File: src/rtl/alu_pkg.sv
// Shared definitions for the EX-stage ALU sequencer: op codes, branch
// condition codes, FSM state encodings and the flag-writing op classifier.
package alu_pkg;

  localparam int ALU_W   = 16;
  localparam int ALU_OPW = 4;

  localparam logic [3:0] OP_ADD   = 4'h0;
  localparam logic [3:0] OP_SUB   = 4'h1;
  localparam logic [3:0] OP_NAND  = 4'h2;
  localparam logic [3:0] OP_XOR   = 4'h3;
  localparam logic [3:0] OP_INC   = 4'h4;
  localparam logic [3:0] OP_SRA   = 4'h5;
  localparam logic [3:0] OP_SRL   = 4'h6;
  localparam logic [3:0] OP_SLL   = 4'h7;
  localparam logic [3:0] OP_LW    = 4'h8;
  localparam logic [3:0] OP_SW    = 4'h9;
  localparam logic [3:0] OP_LHB   = 4'hA;
  localparam logic [3:0] OP_LLB   = 4'hB;
  localparam logic [3:0] OP_B     = 4'hC;
  localparam logic [3:0] OP_CALL  = 4'hD;
  localparam logic [3:0] OP_RET   = 4'hE;
  localparam logic [3:0] OP_NO_OP = 4'hF;

  typedef enum logic [2:0] {
    COND_NE = 3'b000,
    COND_EQ = 3'b001,
    COND_GT = 3'b010,
    COND_LT = 3'b011,
    COND_GE = 3'b100,
    COND_LE = 3'b101,
    COND_OV = 3'b110,
    COND_UN = 3'b111
  } cond_t;

  typedef logic [1:0] state_t;
  localparam state_t ST_IDLE  = 2'd0;
  localparam state_t ST_EXEC  = 2'd1;
  localparam state_t ST_CALL2 = 2'd2;
  localparam state_t ST_DONE  = 2'd3;

  function automatic logic is_flag_op(input logic [3:0] op);
    return (op == OP_ADD) || (op == OP_SUB) || (op == OP_NAND) ||
           (op == OP_XOR) || (op == OP_INC);
  endfunction

endpackage

File: src/rtl/branch_cond_eval.sv
// Combinational branch condition evaluation against the N/Z/V flags.
module branch_cond_eval
  import alu_pkg::*;
(
  input  logic [2:0] cond,
  input  logic       n,
  input  logic       z,
  input  logic       v,
  output logic       taken
);

  always_comb begin
    taken = 1'b0;
    case (cond)
      COND_NE: taken = ~z;
      COND_EQ: taken = z;
      COND_GT: taken = ~z & ~n;
      COND_LT: taken = n;
      COND_GE: taken = ~n;
      COND_LE: taken = n | z;
      COND_OV: taken = v;
      COND_UN: taken = 1'b1;
      default: taken = 1'b0;
    endcase
  end

endmodule

File: src/rtl/alu_issue_ctrl.sv
// EX-stage sequencer for the shared ALU: accepts decoded ops, drives the ALU
// from latched operands, registers results, owns the N/Z/V flags.
//
// state | meaning
// IDLE  | waiting for an op, in_ready=1
// EXEC  | first ALU pass from latched operands
// CALL2 | second CALL pass, target passthrough ADD(in_b,0)
// DONE  | result valid, held while stall; may accept next op
module alu_issue_ctrl
  import alu_pkg::*;
#(
  parameter int W   = 16,
  parameter int OPW = 4
) (
  input  logic           clk,
  input  logic           rst,
  input  logic           in_valid,
  output logic           in_ready,
  input  logic [OPW-1:0] in_op,
  input  logic [W-1:0]   in_a,
  input  logic [W-1:0]   in_b,
  input  logic [2:0]     in_cond,
  input  logic           stall,
  input  logic           flush,
  output logic [OPW-1:0] alu_op,
  output logic [W-1:0]   alu_in1,
  output logic [W-1:0]   alu_in2,
  input  logic [W-1:0]   alu_out,
  input  logic           alu_n,
  input  logic           alu_z,
  input  logic           alu_v,
  output logic           out_valid,
  output logic [W-1:0]   out_result,
  output logic [W-1:0]   out_target,
  output logic           br_taken,
  output logic           flag_n,
  output logic           flag_z,
  output logic           flag_v
);

  state_t         state;
  logic [OPW-1:0] op_r;
  logic [W-1:0]   a_r;
  logic [W-1:0]   b_r;
  logic [2:0]     cond_r;
  logic           accept;
  logic           cond_true;

  branch_cond_eval u_cond (
    .cond  (cond_r),
    .n     (flag_n),
    .z     (flag_z),
    .v     (flag_v),
    .taken (cond_true)
  );

  // flush and reset both block a same-cycle accept
  always_comb begin
    in_ready = 1'b0;
    if (!rst && !flush) begin
      case (state)
        ST_IDLE: in_ready = 1'b1;
        ST_DONE: in_ready = ~stall;
        default: in_ready = 1'b0;
      endcase
    end
  end

  assign accept = in_valid & in_ready;

  always_comb begin
    alu_op  = OP_NO_OP;
    alu_in1 = '0;
    alu_in2 = '0;
    case (state)
      ST_EXEC: begin
        case (op_r)
          OP_CALL: begin
            alu_op  = OP_SUB;
            alu_in1 = a_r;
            alu_in2 = W'(1);
          end
          OP_RET: begin
            alu_op  = OP_ADD;
            alu_in1 = a_r;
            alu_in2 = W'(1);
          end
          OP_B: begin
            alu_op = OP_NO_OP;
          end
          default: begin
            alu_op  = op_r;
            alu_in1 = a_r;
            alu_in2 = b_r;
          end
        endcase
      end
      ST_CALL2: begin
        alu_op  = OP_ADD;
        alu_in1 = b_r;
        alu_in2 = '0;
      end
      default: begin
        alu_op = OP_NO_OP;
      end
    endcase
  end

  always_ff @(posedge clk) begin
    if (rst) begin
      state      <= ST_IDLE;
      op_r       <= OP_NO_OP;
      a_r        <= '0;
      b_r        <= '0;
      cond_r     <= '0;
      out_valid  <= 1'b0;
      out_result <= '0;
      out_target <= '0;
      br_taken   <= 1'b0;
      flag_n     <= 1'b0;
      flag_z     <= 1'b0;
      flag_v     <= 1'b0;
    end else if (flush && (state != ST_IDLE)) begin
      state     <= ST_IDLE;
      out_valid <= 1'b0;
      br_taken  <= 1'b0;
    end else begin
      if (accept) begin
        op_r   <= in_op;
        a_r    <= in_a;
        b_r    <= in_b;
        cond_r <= in_cond;
      end
      case (state)
        ST_IDLE: begin
          if (accept) state <= ST_EXEC;
        end
        ST_EXEC: begin
          out_result <= (op_r == OP_B) ? '0 : alu_out;
          if (op_r == OP_CALL) begin
            state <= ST_CALL2;
          end else begin
            state      <= ST_DONE;
            out_valid  <= 1'b1;
            out_target <= '0;
            br_taken   <= (op_r == OP_B) & cond_true;
            if (is_flag_op(op_r)) begin
              flag_n <= alu_n;
              flag_z <= alu_z;
              flag_v <= alu_v;
            end
          end
        end
        ST_CALL2: begin
          state      <= ST_DONE;
          out_valid  <= 1'b1;
          out_target <= alu_out;
          br_taken   <= 1'b0;
        end
        ST_DONE: begin
          if (!stall) begin
            out_valid <= 1'b0;
            br_taken  <= 1'b0;
            state     <= accept ? ST_EXEC : ST_IDLE;
          end
        end
        default: state <= ST_IDLE;
      endcase
    end
  end

endmodule

File: config.mk
export PLATFORM = sky130hd
export DESIGN_NAME = alu_issue_ctrl
export DESIGN_NICKNAME = d
export VERILOG_FILES = /design/src/rtl/alu_pkg.sv /design/src/rtl/branch_cond_eval.sv /design/src/rtl/alu_issue_ctrl.sv
export SDC_FILE = /design/constraint.sdc
export NUM_CORES = 1
export LEC_CHECK = 0
export ABC_AREA = 1
export ABC_CLOCK_PERIOD_IN_PS = 2200
export BUFFER_PORTS_ARGS = -buffer_cell sky130_fd_sc_hd__clkbuf_2
export CAP_MARGIN = 20
export CORE_UTILIZATION = 25
export DETAILED_ROUTE_END_ITERATION = 12
export GPL_TIMING_DRIVEN = 1
export SLEW_MARGIN = 20
export SYNTH_ARGS = -nofsm -noshare
export SYNTH_HDL_FRONTEND = slang
export SYNTH_SLANG_ARGS = --single-unit
File: constraint.sdc
create_clock -name clk -period 2.2 [get_ports clk]
set_input_delay 0.33 -clock clk [delete_from_list [all_inputs] [get_ports clk]]
set_output_delay 0.33 -clock clk [all_outputs]
set_load 0.05 [all_outputs]
* Word level (Yosys, flattened, before mapping)
Cells that the tools add are included.
** Word-level totals
- Register bits :: 78
- Input bits :: 63
- Output and inout bits :: 74
- Word-level logic and storage cells :: 85
** Operators by class
- Equality and inequality tests :: 20
- Mux-type cells :: 22
- Bitwise logic cells :: 9
- Reduce and logical (&&, ||, !) cells :: 22
** Operator list (number)
- 16-bit case mux with 2 select lines :: 3
- 16-bit two-way mux :: 4
- 3-bit equality test, second input constant :: 4
- 4-bit equality test, second input constant :: 3
- 4-bit case mux with 3 select lines :: 1
- 4-bit by 2-bit equality test with 1-bit output, second input constant :: 2
- 1-bit case mux with 8 select lines :: 1
- 2-bit case mux with 4 select lines :: 1
- 4-bit case mux with 2 select lines :: 1
- 3-bit by 2-bit equality test with 1-bit output, second input constant :: 2
- 1-bit two-way mux :: 6
- 2-bit inequality test, second input constant :: 3
- 1-bit case mux with 3 select lines :: 2
- 2-bit AND reduction :: 3
- 3-bit AND reduction :: 2
- 1-bit NOT :: 5
- 2-bit equality test, second input constant :: 2
- 4-bit by 1-bit equality test with 1-bit output, second input constant :: 1
- 4-bit by 3-bit equality test with 1-bit output, second input constant :: 1
- 4-bit logical NOT :: 1
- 1-bit logical OR :: 4
- 2-bit two-way mux :: 2
- 4-bit AND reduction :: 1
- 2-bit nonzero test :: 2
- other kinds (11) :: 16

* Logic depth before layout (Yosys ltp)
Gate-level depths: netlist of the first run.
- Depth after elaboration :: 7
- Depth in mapped cells :: 11
- Depth with buffers taken out :: 10

* Modules after synthesis
Synthesis of the first run repeated with hierarchy kept, for this count alone.
** Second synthesis, totals
- Cells, all modules :: 528
- Area, all modules :: 3548.4 um2
** By module, submodules not included
- alu_issue_ctrl :: times used 1, cells each 510, area each 3470.8 um2, seq. area each 1561.5 um2
- branch_cond_eval :: times used 1, cells each 18, area each 77.6 um2, seq. area each 0.0 um2

* Least setup slack after synthesis of the first run
No wires, ideal clock.
- Path type :: reg-to-output
- From :: reg state[1]
- To :: out alu_in2[10]
- Arrival :: 2.102 ns
- Data required time :: 1.870 ns
- Slack :: -0.232 ns
- Cell stages (with the launch flop) :: 7
- Buffers on the path :: 2
- Path through :: dfxtp_1 -> inv_1 -> ha_1 -> buf_2 -> inv_1 -> clkbuf_1 -> nor3_1
** Between the ends
- Word-level cells in the longest chain between the ends :: 2
** RTL lines
- start, declared :: line alu_issue_ctrl.sv:41 : state_t state;
- start signal, assigned :: line alu_issue_ctrl.sv:164 : state <= accept ? ST_EXEC : ST_IDLE;
- 2-bit by 1-bit equality test with 1-bit output :: line alu_issue_ctrl.sv:75 : case (state)
- 16-bit two-way mux :: line alu_issue_ctrl.sv:75
- end, declared :: line alu_issue_ctrl.sv:27 : output logic [W-1:0] alu_in2,
Every way passes these cells.

* Worst setup path in the final report of the first run
- From :: reg state[1]
- To :: out alu_in2[2]
Same word-level chain as after synthesis.

==> impl_metrics.py, run 1 <==
metrics = {
    "run_status": {
        "outcome": "finished, final reports clean",
    },
    "drt": {
        "routedWlPerCell_um": 13.1,
        "drt-pass1-iter-count": 6,
        "antenna_left": 0,
        "drc": 0,
        "dr_wl_met2_um": 4930,
        "met3_length_um": 704,
        "wl_met1_um": 4760,
        "vias": 3591,
        "drt_iter0_drc": 194,
        "vias_per_cell": 4.50,
        "routed_wl_um": 10500,
        "highest_layer": "met4",
    },
    "job": {
        "drv_cap": 0,
    },
    "global_routing": {
        "antenna_found_initial": 0,
        "grt_pass1_vias": 3280,
        "grt_pass1_wl_um": 16800,
        "grtUsageTotal_pct": 15.1,
        "grt_remaining_overflow": 0,
        "grt_max_degree": 52,
    },
    "power_and_ir_drop": {
        "p_switching_mw": 2.57,
        "p_int_mw": 3.23,
        "ir_drop_v": 0.000447,
        "p_seq_share_pct": 29.6,
        "power_frac_clock_pct": 26.2,
        "comb_power_share_pct": 44.2,
        "pwr_density_cell_nw_per_um2": 1190,
        "power_leakage_nw": 2.01,
        "switching_share_pct": 44.4,
    },
    "clock_network": {
        "cts_buffer_depth": 2,
        "clock_latency_ns": 0.34,
        "numClockSinks": 78,
        "cts_hold_buf": 0,
        "numCtsBuffers": 9,
        "clk_pin_slew_ns": 0.06,
        "cts_tree": "done",
        "cts_root_buffer": "clkbuf_16",
        "h-tree-depth": 3,
    },
    "placed_design": {
        "dp_hpwl_um": 7430,
        "gp_congestion": 0.813,
        "placed_cell_area_sq_um": 4380,
        "io_buffers": 136,
        "pre_cts_slack_ns": 0.187,
    },
    "yosys": {
        "synth_edf_count": 0,
        "ys_ff_latch": 78,
        "ys_seq_area_share_pct": 45.2,
        "netlist_area_sq_um": 3450,
        "avgSynthCellArea_sq_um": 7.10,
        "synth_cells": 486,
        "synth_flop_cell": "dfxtp_1",
        "synthArstFlopShare_pct": 0,
        "ys.warnings.count": 0,
        "synth_fp_nets": 554,
        "synthDistinctLibCells": 31,
    },
    "layout": {
        "n_antenna_cell": 0,
        "fin_util_pct": 36.4,
        "finalInstanceArea_sq_um": 4850,
        "syn2layout_area_growth_pct": 40.6,
        "final_net_count": 685,
        "fillers": 1476,
        "drive_gt1_share_pct": 32.5,
    },
    "die": {
        "die_h_um": 120,
        "rows": 42,
        "coreArea_sq_um": 13300,
        "ioPinCount": 137,
        "fp.dieArea_sq_um": 14300,
        "fp.dieW_um": 120,
        "start_util_pct": 25.9,
    },
    "min_path": {
        "holdCritStartpoint": "in_op[3]",
        "holdPathEnd": "op_r[3]$_SDFFE_PP1P_",
        "hold_depth": 3,
        "min_path_type": "in -> reg",
    },
    "critical_path": {
        "slowest_stage": "dfxtp_1",
        "r2r_start": "state[1]$_SDFFE_PP0P_",
        "r2r-end": "b_r[9]$_SDFFE_PP0P_",
        "worstSetupStartpoint": "state[1]$_SDFFE_PP0P_",
        "critPathKind": "reg -> out",
        "required_ns": 1.87,
        "r2r_slack_ns": 0.41,
        "crit_chain": "inv_2 > ha_4 > clkinvlp_4 > buf_4 > nor3_1 > clkbuf_2",
        "cp_top_family": "buffers and inverters",
        "cp_max_fo": 15,
        "cp-end-kind": "output pin",
        "arrival_ns": 1.80,
        "startpoint_type": "flop",
        "ff2ff_path_depth": 7,
        "critPathBufInv": 4,
        "slowest_delay_ns": 0.34,
    },
    "timing": {
        "hold_viol": 0,
        "setup_tns_ns": 0,
        "setup_viol": 0,
        "fmax_mhz": 470,
        "drv_slew": 0,
        "hold_ws_ns": 0.200,
        "setup_ws_ns": 0.0710,
        "fin_skew_ns": 0.00842,
        "worst_pin_slew_ns": 0.566,
        "fin_crit_sh_pct": 96.8,
        "slew_headroom_pct": 62.3,
        "period_needed_ns": 2.13,
        "grt_setup_unrepaired": "true",
    },
}
-- tightest hold or removal path, cell delays in order --
cell	delay (ns)
clkbuf_2	0.08
nand2_1	0.05
nand3_1	0.05
-- area by class of cell --
class | count | area (sq um) | area share, %
Clock inverter | 3 | 42.5 | 0.876
Inverter | 40 | 163 | 3.35
Timing Repair Buffer | 148 | 907 | 18.7
Multi-Input combinational cell | 340 | 1700 | 35.0
Tap cell | 176 | 220 | 4.54
Sequential cell | 78 | 1560 | 32.2
Clock buffer | 13 | 260 | 5.36
-- power groups by stage --
| stage | Clock (mW) | Sequential [mW] | Combinational (mW) |
|---|---|---|---|
| finish | 1.52 | 1.71 | 2.57 |
| global route | 1.64 | 1.74 | 2.81 |
| CTS | 1.57 | 1.71 | 2.55 |
| detailed placement | 0 | 1.74 | 2.41 |
| global placement | 0 | 1.73 | 2.41 |
| floorplan | 0 | 2.01 | 1.58 |
-- synthesized netlist by cell type, types with 2 or more instances --
cell        n  area share (%)
o211ai_1    3            0.65
ha_1        5             1.8
inv_1      32             3.5
nand2_1   149              16
nand3_1    22             3.2
buf_4       2            0.43
clkbuf_1   14             1.5
o21ai_0    21             3.0
nor3_1     17             2.5
buf_2       8             1.2
dfxtp_1    78              45
nor2_1     18             2.0
buf_6       3            0.98
inv_2       6            0.65
a21oi_1    92              13
-- what timing repair did --
action                                  CTS  global route
resized for setup                        30            27
buffers inserted                          3             0
endpoints found under the setup margin   35            36
-- per-layer routing --
metal | global-route usage [%] | up-vias
met5 | 0 | -
li1 | - | 1851
met3 | 5.51 | 9
met2 | 23.5 | 94
met4 | 5.39 | 0
met1 | 18.9 | 1637
-- sequential cells by signal, summed over array words and instances, names as in the netlist, 2 cells and up --
| register | cells |
|---|---|
| cond_r | 3 |
| b_r | 16 |
| op_r | 4 |
| state | 2 |
| out_result | 16 |
| out_target | 16 |
| a_r | 16 |
-- cell families after synthesis --
| kind of cell | Yosys count | share of synthesized area (%) |
|---|---|---|
| flops | 78 | 45.2 |
| buf+inv | 68 | 8.66 |
| fa+ha+maj | 5 | 1.81 |
| simple gates | 215 | 26.5 |
| compound gates | 120 | 17.8 |
-- metrics by stage --
step	total power, mW	std cells
finish	5.80	798
global route	6.19	798
floorplan	3.59	486
global placement	4.15	779
CTS	5.83	798
detailed placement	4.15	779
-- how the worst max path moves through the flow --
stage / endpoint / slack (ns) / cells past startpoint
6_report: alu_in2[2] / 0.07 / 6
3_3_place_gp: alu_in2[3] / 0.21 / 5
3_5_place_dp: alu_in2[3] / 0.19 / 5
2_1_floorplan: alu_in2[10] / -0.23 / 6
4_1_cts: alu_in2[8] / 0.01 / 6
5_1_grt: alu_in2[2] / -0.01 / 6
-- cells in the final DEF, fill, tap and decap left out, drive strengths merged, types with 2 or more instances in the layout --
cell,count
ha,5
nand3,24
clkinvlp,2
nand2,151
a21oi,92
buf,27
o21ai,23
inv,38
nor3,18
nor2,20
o211ai,3
clkbuf,134
clkinv,2
dfxtp,78
(Power assumes the default switching activity.)
==> run 2, diff against run 1 <==
--- a/config.mk
+++ b/config.mk
@@ -5,13 +5,13 @@
 export SDC_FILE = /design/constraint.sdc
 export NUM_CORES = 1
 export LEC_CHECK = 0
-export ABC_AREA = 1
 export ABC_CLOCK_PERIOD_IN_PS = 2200
 export BUFFER_PORTS_ARGS = -buffer_cell sky130_fd_sc_hd__clkbuf_2
 export CAP_MARGIN = 20
 export CORE_UTILIZATION = 25
 export DETAILED_ROUTE_END_ITERATION = 12
 export GPL_TIMING_DRIVEN = 1
+export MAX_ROUTING_LAYER = met4
 export SLEW_MARGIN = 20
 export SYNTH_ARGS = -nofsm -noshare
 export SYNTH_HDL_FRONTEND = slang
==> run 2 against run 1 <==
Worst setup slack gained 0.0012 ns. Non-clock buffer count grew 3. Clock power shrank 9%. Flip-flop and latch count is the same. Synthesized cell count shrank 11%. Critical endpoint is now alu_in1[14].
==> impl_metrics.py, run 2 <==
metrics = {
    "global_routing": {
        "grt_max_degree": 45,
        "grtUsageTotal_pct": 14.8,
        "grt_remaining_overflow": 0,
        "grt_pass1_vias": 3238,
        "grt_pass1_wl_um": 16200,
        "antenna_found_initial": 2,
    },
    "yosys": {
        "synth_area_leaders": "dfxtp_1 (44%), nand2_1 (11%), a21oi_1 (7.8%), a22oi_1 (6.8%), nor2b_1 (3.6%)",
        "synth_top_area_share_pct": 44.3,
        "synth_cells": 431,
        "ys_seq_area_share_pct": 44.3,
        "ys.warnings.count": 0,
        "ys_ff_latch": 78,
        "synth_flop_cell": "dfxtp_1",
        "synth_most_common_cell": "nand2_1",
        "synth_top_family_by_area": "simple AND/OR/NAND/NOR gates",
        "synthDistinctLibCells": 43,
        "avgSynthCellArea_sq_um": 8.17,
        "yosysTopAreaCell": "dfxtp_1",
        "synthArstFlopShare_pct": 0,
        "synth-compound-area-share_pct": 21.1,
        "synth_edf_count": 0,
        "synth.area.mux_share_pct": 0.852,
        "synth_fp_nets": 499,
        "netlist_area_sq_um": 3520,
        "synthSimpleGateAreaFrac_pct": 26.2,
        "ys_top_cells_by_count": "nand2_1 (99), dfxtp_1 (78), a21oi_1 (55), a22oi_1 (32), nor2_1 (26)",
        "synth_xor_area_share_pct": 0.249,
        "synth_adder_area_share_pct": 1.78,
    },
    "die": {
        "fp.dieArea_sq_um": 14600,
        "coreArea_sq_um": 13800,
        "ioPinCount": 137,
        "start_util_pct": 25.5,
        "die_h_um": 121,
        "fp.dieW_um": 121,
        "rows": 43,
    },
    "drt": {
        "highest_layer": "met4",
        "routedWlPerCell_um": 14.3,
        "antenna_left": 0,
        "drt_iter0_drc": 252,
        "met3_length_um": 496,
        "vias": 3435,
        "vias_per_cell": 4.59,
        "dr_wl_met2_um": 5230,
        "drc": 0,
        "wl_met1_um": 4790,
        "drt-pass1-iter-count": 4,
        "routed_wl_um": 10700,
    },
    "power_and_ir_drop": {
        "switching_share_pct": 38.0,
        "power_frac_clock_pct": 29.8,
        "total_power_mw": 4.62,
        "p_switching_mw": 1.76,
        "pwr_density_cell_nw_per_um2": 930,
        "p_int_mw": 2.87,
        "p_seq_share_pct": 35.7,
        "power_leakage_nw": 1.98,
        "comb_power_share_pct": 34.4,
        "ir_drop_v": 0.000350,
    },
    "clock_network": {
        "cts_hold_buf": 0,
        "cts_root_buffer": "clkbuf_16",
        "h-tree-depth": 3,
        "numCtsBuffers": 9,
        "numClockSinks": 78,
        "clock_latency_ns": 0.34,
        "cts_buffer_depth": 2,
        "cts_tree": "done",
        "clk_pin_slew_ns": 0.06,
    },
    "critical_path": {
        "arrival_ns": 1.80,
        "cp_max_fo": 8,
        "critPathBufInv": 3,
        "worstSetupStartpoint": "op_r[3]$_SDFFE_PP1P_",
        "cp_top_family": "buffers and inverters",
        "crit_cells": 7,
        "cpMostUsedCell": "buf_4",
        "cp-end-kind": "output pin",
        "r2r-end": "a_r[2]$_SDFFE_PP0P_",
        "required_ns": 1.87,
        "crit_chain": "nand2_4 > o31a_1 > buf_4 > clkbuf_16 > a22oi_1 > nor2b_2 > buf_4",
        "slowest_delay_ns": 0.39,
        "ff2ff_path_depth": 5,
        "startpoint_type": "flop",
        "r2r_start": "state[0]$_SDFFE_PP0P_",
        "critPathCapture": "alu_in1[14]",
        "slowest_stage": "dfxtp_4",
        "critPathKind": "reg -> out",
        "r2r_slack_ns": 0.17,
    },
    "layout": {
        "ff_latch_area_sq_um": 1580,
        "syn2layout_area_growth_pct": 41.1,
        "layout_common_cells": "clkbuf_2 (114), nand2_1 (99), dfxtp_1 (72)",
        "drive_gt1_share_pct": 36.2,
        "final_common_cell": "clkbuf_2",
        "final_cell_count_no_fill": 748,
        "multi_input_area_sq_um": 1870,
        "finalInstanceArea_sq_um": 4970,
        "fin_util_pct": 36.0,
        "final_net_count": 629,
        "fillers": 1409,
    },
    "placed_design": {
        "io_buffers": 136,
        "placed_cell_area_sq_um": 4490,
        "gp_congestion": 0.788,
        "dp.cells": 727,
        "pre_cts_slack_ns": 0.197,
        "dp_hpwl_um": 7580,
    },
    "timing": {
        "drv_slew": 0,
        "period_needed_ns": 2.13,
        "fin_skew_ns": 0.00964,
        "worst_pin_slew_ns": 1.07,
        "grt_setup_unrepaired": "true",
        "setup_ws_ns": 0.0722,
        "fmax_mhz": 470,
        "setup_viol": 0,
        "slew_headroom_pct": 28.3,
        "fin_crit_sh_pct": 96.7,
        "hold_viol": 0,
    },
    "job": {
        "drv_cap": 0,
    },
    "run_status": {
        "outcome": "finished, final reports clean",
    },
    "min_path": {
        "min_path_type": "in -> reg",
    },
}
run 2: final cells by class:
class,count,area share [%]
inverter,6,0.503
sequential,78,31.7
timing repair buffer,151,20.0
clock buffer,9,4.53
antenna,2,0.101
tap,180,4.53
clock inverter,7,1.01
multi-input combinational,315,37.6
run 2: worst min-delay path by stage:
stage | start | slack [ns] | to | cells after the start
2_1_floorplan | a_r[0]$_SDFFE_PP0P_ | 0.44 | a_r[0]$_SDFFE_PP0P_ | 2
3_3_place_gp | out_target[1]$_SDFFE_PP0P_ | 0.44 | out_target[1]$_SDFFE_PP0P_ | 2
3_5_place_dp | a_r[12]$_SDFFE_PP0P_ | 0.45 | a_r[12]$_SDFFE_PP0P_ | 2
4_1_cts | in_op[0] | 0.19 | op_r[0]$_SDFFE_PP1P_ | 3
5_1_grt | in_op[3] | 0.20 | op_r[3]$_SDFFE_PP1P_ | 3
6_report | in_b[14] | 0.20 | b_r[14]$_SDFFE_PP0P_ | 3
run 2: timing repair:
| item | 4_1_cts | 5_1_grt |
|---|---|---|
| buffers inserted | 0 | 1 |
| gates cloned | 0 | 2 |
| resized for setup | 25 | 27 |
| setup endpoints to repair | 32 | 35 |
| pin swaps | 0 | 0 |
| endpoints found under the hold margin | 0 | 0 |
run 2: power by group through the flow:
stage          Sequential, mW  Combinational (mW)  Clock [mW]
2_1_floorplan            1.86               0.882           0
3_3_place_gp             1.66                1.43           0
3_5_place_dp             1.67                1.45           0
4_1_cts                  1.64                1.48        1.42
5_1_grt                  1.67                1.72        1.49
6_report                 1.65                1.59        1.38
run 2: layer usage:
layer / up-vias / global-route usage, %
met5: - / -
met4: 0 / 5.94
met3: 12 / 3.92
met2: 74 / 22.6
met1: 1610 / 18.4
li1: 1739 / -
run 2: worst reg2reg max path, delay by kind of cell, from the launching register on:
kind / cells / cell delay (ns)
buffers and inverters: 1 / 0.09
adders and majority gates: 1 / 0.30
and+or+nand+nor: 1 / 0.15
DFF: 1 / 0.37
AOI/OAI and AO/OA: 2 / 1.05
run 2: logic make-up after synthesis:
| group | count (synthesis) |
|---|---|
| XOR/XNOR | 1 |
| adder cells (fa/ha/maj) | 5 |
| AND/OR/NAND/NOR | 193 |
| multiplexers | 3 |
| AO/OA/AOI/OAI | 113 |
| buffers and inverters | 38 |
| flip-flops | 78 |
run 2: metrics by stage:
step,hold slack (ns),TNS [ns]
CTS,0.193,-0.0179
floorplan,0.436,-0.463
finish,0.205,0
detailed placement,0.446,0
global route,0.204,-0.0234
global placement,0.439,0
==> run 3, diff against run 2 <==
--- a/config.mk
+++ b/config.mk
@@ -8,10 +8,12 @@
 export ABC_CLOCK_PERIOD_IN_PS = 2200
 export BUFFER_PORTS_ARGS = -buffer_cell sky130_fd_sc_hd__clkbuf_2
 export CAP_MARGIN = 20
+export CORE_MARGIN = 2
 export CORE_UTILIZATION = 25
 export DETAILED_ROUTE_END_ITERATION = 12
 export GPL_TIMING_DRIVEN = 1
 export MAX_ROUTING_LAYER = met4
+export SKIP_LAST_GASP = 1
 export SLEW_MARGIN = 20
 export SYNTH_ARGS = -nofsm -noshare
 export SYNTH_HDL_FRONTEND = slang
==> run 3 against run 2 <==
The run now ends with negative setup slack left. Cell count down 0.27%. Clock skew down 0.0038 ns. Flip-flop and latch count did not move. Sequential power about the same. First-iteration DRC count shrank 42%. Via count grew 2.2%. Wire length increased by 4.3%.
==> impl_metrics.py, run 3 (synthesis results as in run 2) <==
metrics = {
    "run_status": {
        "outcome": "finished, violations left",
        "failed_checks": "negative setup slack",
    },
    "die": {
        "fp.dieArea_sq_um": 15100,
        "die_h_um": 123,
        "fp.dieW_um": 123,
        "start_util_pct": 25.5,
        "rows": 43,
        "ioPinCount": 137,
        "coreArea_sq_um": 13800,
    },
    "timing": {
        "setup_ws_ns": -0.00429,
        "drv_slew": 0,
        "slew_headroom_pct": 28.8,
        "hold_viol": 0,
        "grt_setup_unrepaired": "true",
        "period_needed_ns": 2.20,
        "fmax_mhz": 454,
        "fin_crit_sh_pct": 100,
        "fin_skew_ns": 0.00579,
        "worst_pin_slew_ns": 1.06,
        "setup_viol": 1,
    },
    "layout": {
        "final_cell_count_no_fill": 746,
        "layout_common_cells": "clkbuf_2 (109), nand2_1 (99), dfxtp_1 (72)",
        "drive_gt1_share_pct": 36.7,
        "final_common_cell": "clkbuf_2",
        "fillers": 1409,
        "final_net_count": 629,
        "n_antenna_cell": 0,
        "ff_latch_area_sq_um": 1580,
        "fin_util_pct": 36.8,
        "syn2layout_area_growth_pct": 44.6,
        "multi_input_area_sq_um": 1890,
    },
    "critical_path": {
        "r2r-end": "a_r[3]$_SDFFE_PP0P_",
        "critPathKind": "reg -> out",
        "r2r_start": "state[0]$_SDFFE_PP0P_",
        "worstSetupStartpoint": "state[1]$_SDFFE_PP0P_",
        "arrival_ns": 1.87,
        "r2r_slack_ns": 0.16,
        "startpoint_type": "flop",
        "critPathCapture": "alu_in1[8]",
        "ff2ff_path_depth": 5,
        "cp-end-kind": "output pin",
        "cp_max_fo": 8,
        "required_ns": 1.87,
    },
    "global_routing": {
        "grt_max_degree": 46,
        "grt_remaining_overflow": 0,
        "grt_pass1_vias": 3299,
        "grt_pass1_wl_um": 16500,
        "antenna_found_initial": 0,
        "grtUsageTotal_pct": 14.6,
    },
    "clock_network": {
        "cts_hold_buf": 0,
        "cts_root_buffer": "clkbuf_16",
        "cts_tree": "done",
        "clock_latency_ns": 0.35,
        "numCtsBuffers": 9,
        "h-tree-depth": 3,
        "numClockSinks": 78,
        "cts_buffer_depth": 2,
        "clk_pin_slew_ns": 0.06,
    },
    "power_and_ir_drop": {
        "power_leakage_nw": 2.04,
        "switching_share_pct": 35.6,
        "pwr_density_cell_nw_per_um2": 988,
        "total_power_mw": 5.03,
        "power_frac_clock_pct": 34.9,
        "p_switching_mw": 1.79,
        "p_seq_share_pct": 32.9,
        "p_int_mw": 3.24,
        "comb_power_share_pct": 32.2,
        "ir_drop_v": 0.000389,
    },
    "min_path": {
        "min_path_type": "in -> reg",
    },
    "drt": {
        "vias": 3510,
        "dr_wl_met2_um": 5370,
        "drt-pass1-iter-count": 4,
        "routed_wl_um": 11100,
        "wl_met1_um": 4970,
        "drt_iter0_drc": 145,
        "drc": 0,
        "vias_per_cell": 4.71,
        "routedWlPerCell_um": 14.9,
        "met3_length_um": 553,
        "antenna_left": 0,
        "highest_layer": "met4",
    },
    "placed_design": {
        "io_buffers": 136,
        "dp.cells": 726,
        "dp_hpwl_um": 7770,
        "gp_congestion": 0.807,
    },
    "job": {
        "drv_cap": 0,
    },
}
-- run 3: worst min-delay path by stage --
stage	start	to	slack [ns]	depth (start not counted)
2_1_floorplan	a_r[0]$_SDFFE_PP0P_	a_r[0]$_SDFFE_PP0P_	0.44	2
3_3_place_gp	out_target[4]$_SDFFE_PP0P_	out_target[4]$_SDFFE_PP0P_	0.44	2
3_5_place_dp	a_r[6]$_SDFFE_PP0P_	a_r[6]$_SDFFE_PP0P_	0.45	2
4_1_cts	in_op[2]	op_r[2]$_SDFFE_PP1P_	0.19	3
5_1_grt	in_op[3]	op_r[3]$_SDFFE_PP1P_	0.20	3
6_report	in_op[2]	op_r[2]$_SDFFE_PP1P_	0.19	3
-- run 3: cell type report --
cell class                      instances  area share (%)
Clock inverter                          6            2.28
Tap cell                              180            4.42
Clock buffer                           10            4.69
Inverter                                6           0.491
Multi-Input combinational cell        315            37.0
Sequential cell                        78            31.0
Timing Repair Buffer                  151            20.1
-- run 3: worst max-delay path, stage by stage (launching register included) --
cell and delay, ns:
dfxtp_4 0.36, inv_4 0.07, ha_4 0.15, o31a_1 0.32
clkbuf_16 0.23, a22oi_1 0.08, nor2b_2 0.14, buf_6 0.17
-- run 3: per-layer routing --
metal / global-route usage, % / vias up
met3: 3.02 / 17
met4: 6.54 / 0
met1: 18.1 / 1671
met5: - / -
met2: 22.7 / 88
li1: - / 1734
-- run 3: what timing repair did --
action                                  4_1_cts  5_1_grt
endpoints found under the hold margin         0        0
resized for setup                            23       60
cloned                                        0        2
buffers inserted                              0        2
endpoints found under the setup margin       32       42
pin swaps                                     0        4
-- run 3: stage by stage --
step	worst slack [ns]	TNS, ns	cell area [sq um]	hold slack (ns)
3_3_place_gp	0.269	0	4470	0.440
6_report	-0.00429	-0.00429	5090	0.194
5_1_grt	-0.0667	-0.906	5090	0.201
4_1_cts	-0.000777	-0.000777	4880	0.186
3_5_place_dp	0.161	0	4470	0.446
2_1_floorplan	-0.232	-0.463	3550	0.436
-- run 3: power by group through the flow --
stage / clock network (mW) / registers, mW / logic [mW]
floorplan: 0 / 1.86 / 0.882
global route: 1.87 / 1.67 / 1.74
detailed placement: 0 / 1.67 / 1.46
global placement: 0 / 1.67 / 1.43
CTS: 1.80 / 1.64 / 1.48
finish: 1.76 / 1.65 / 1.62
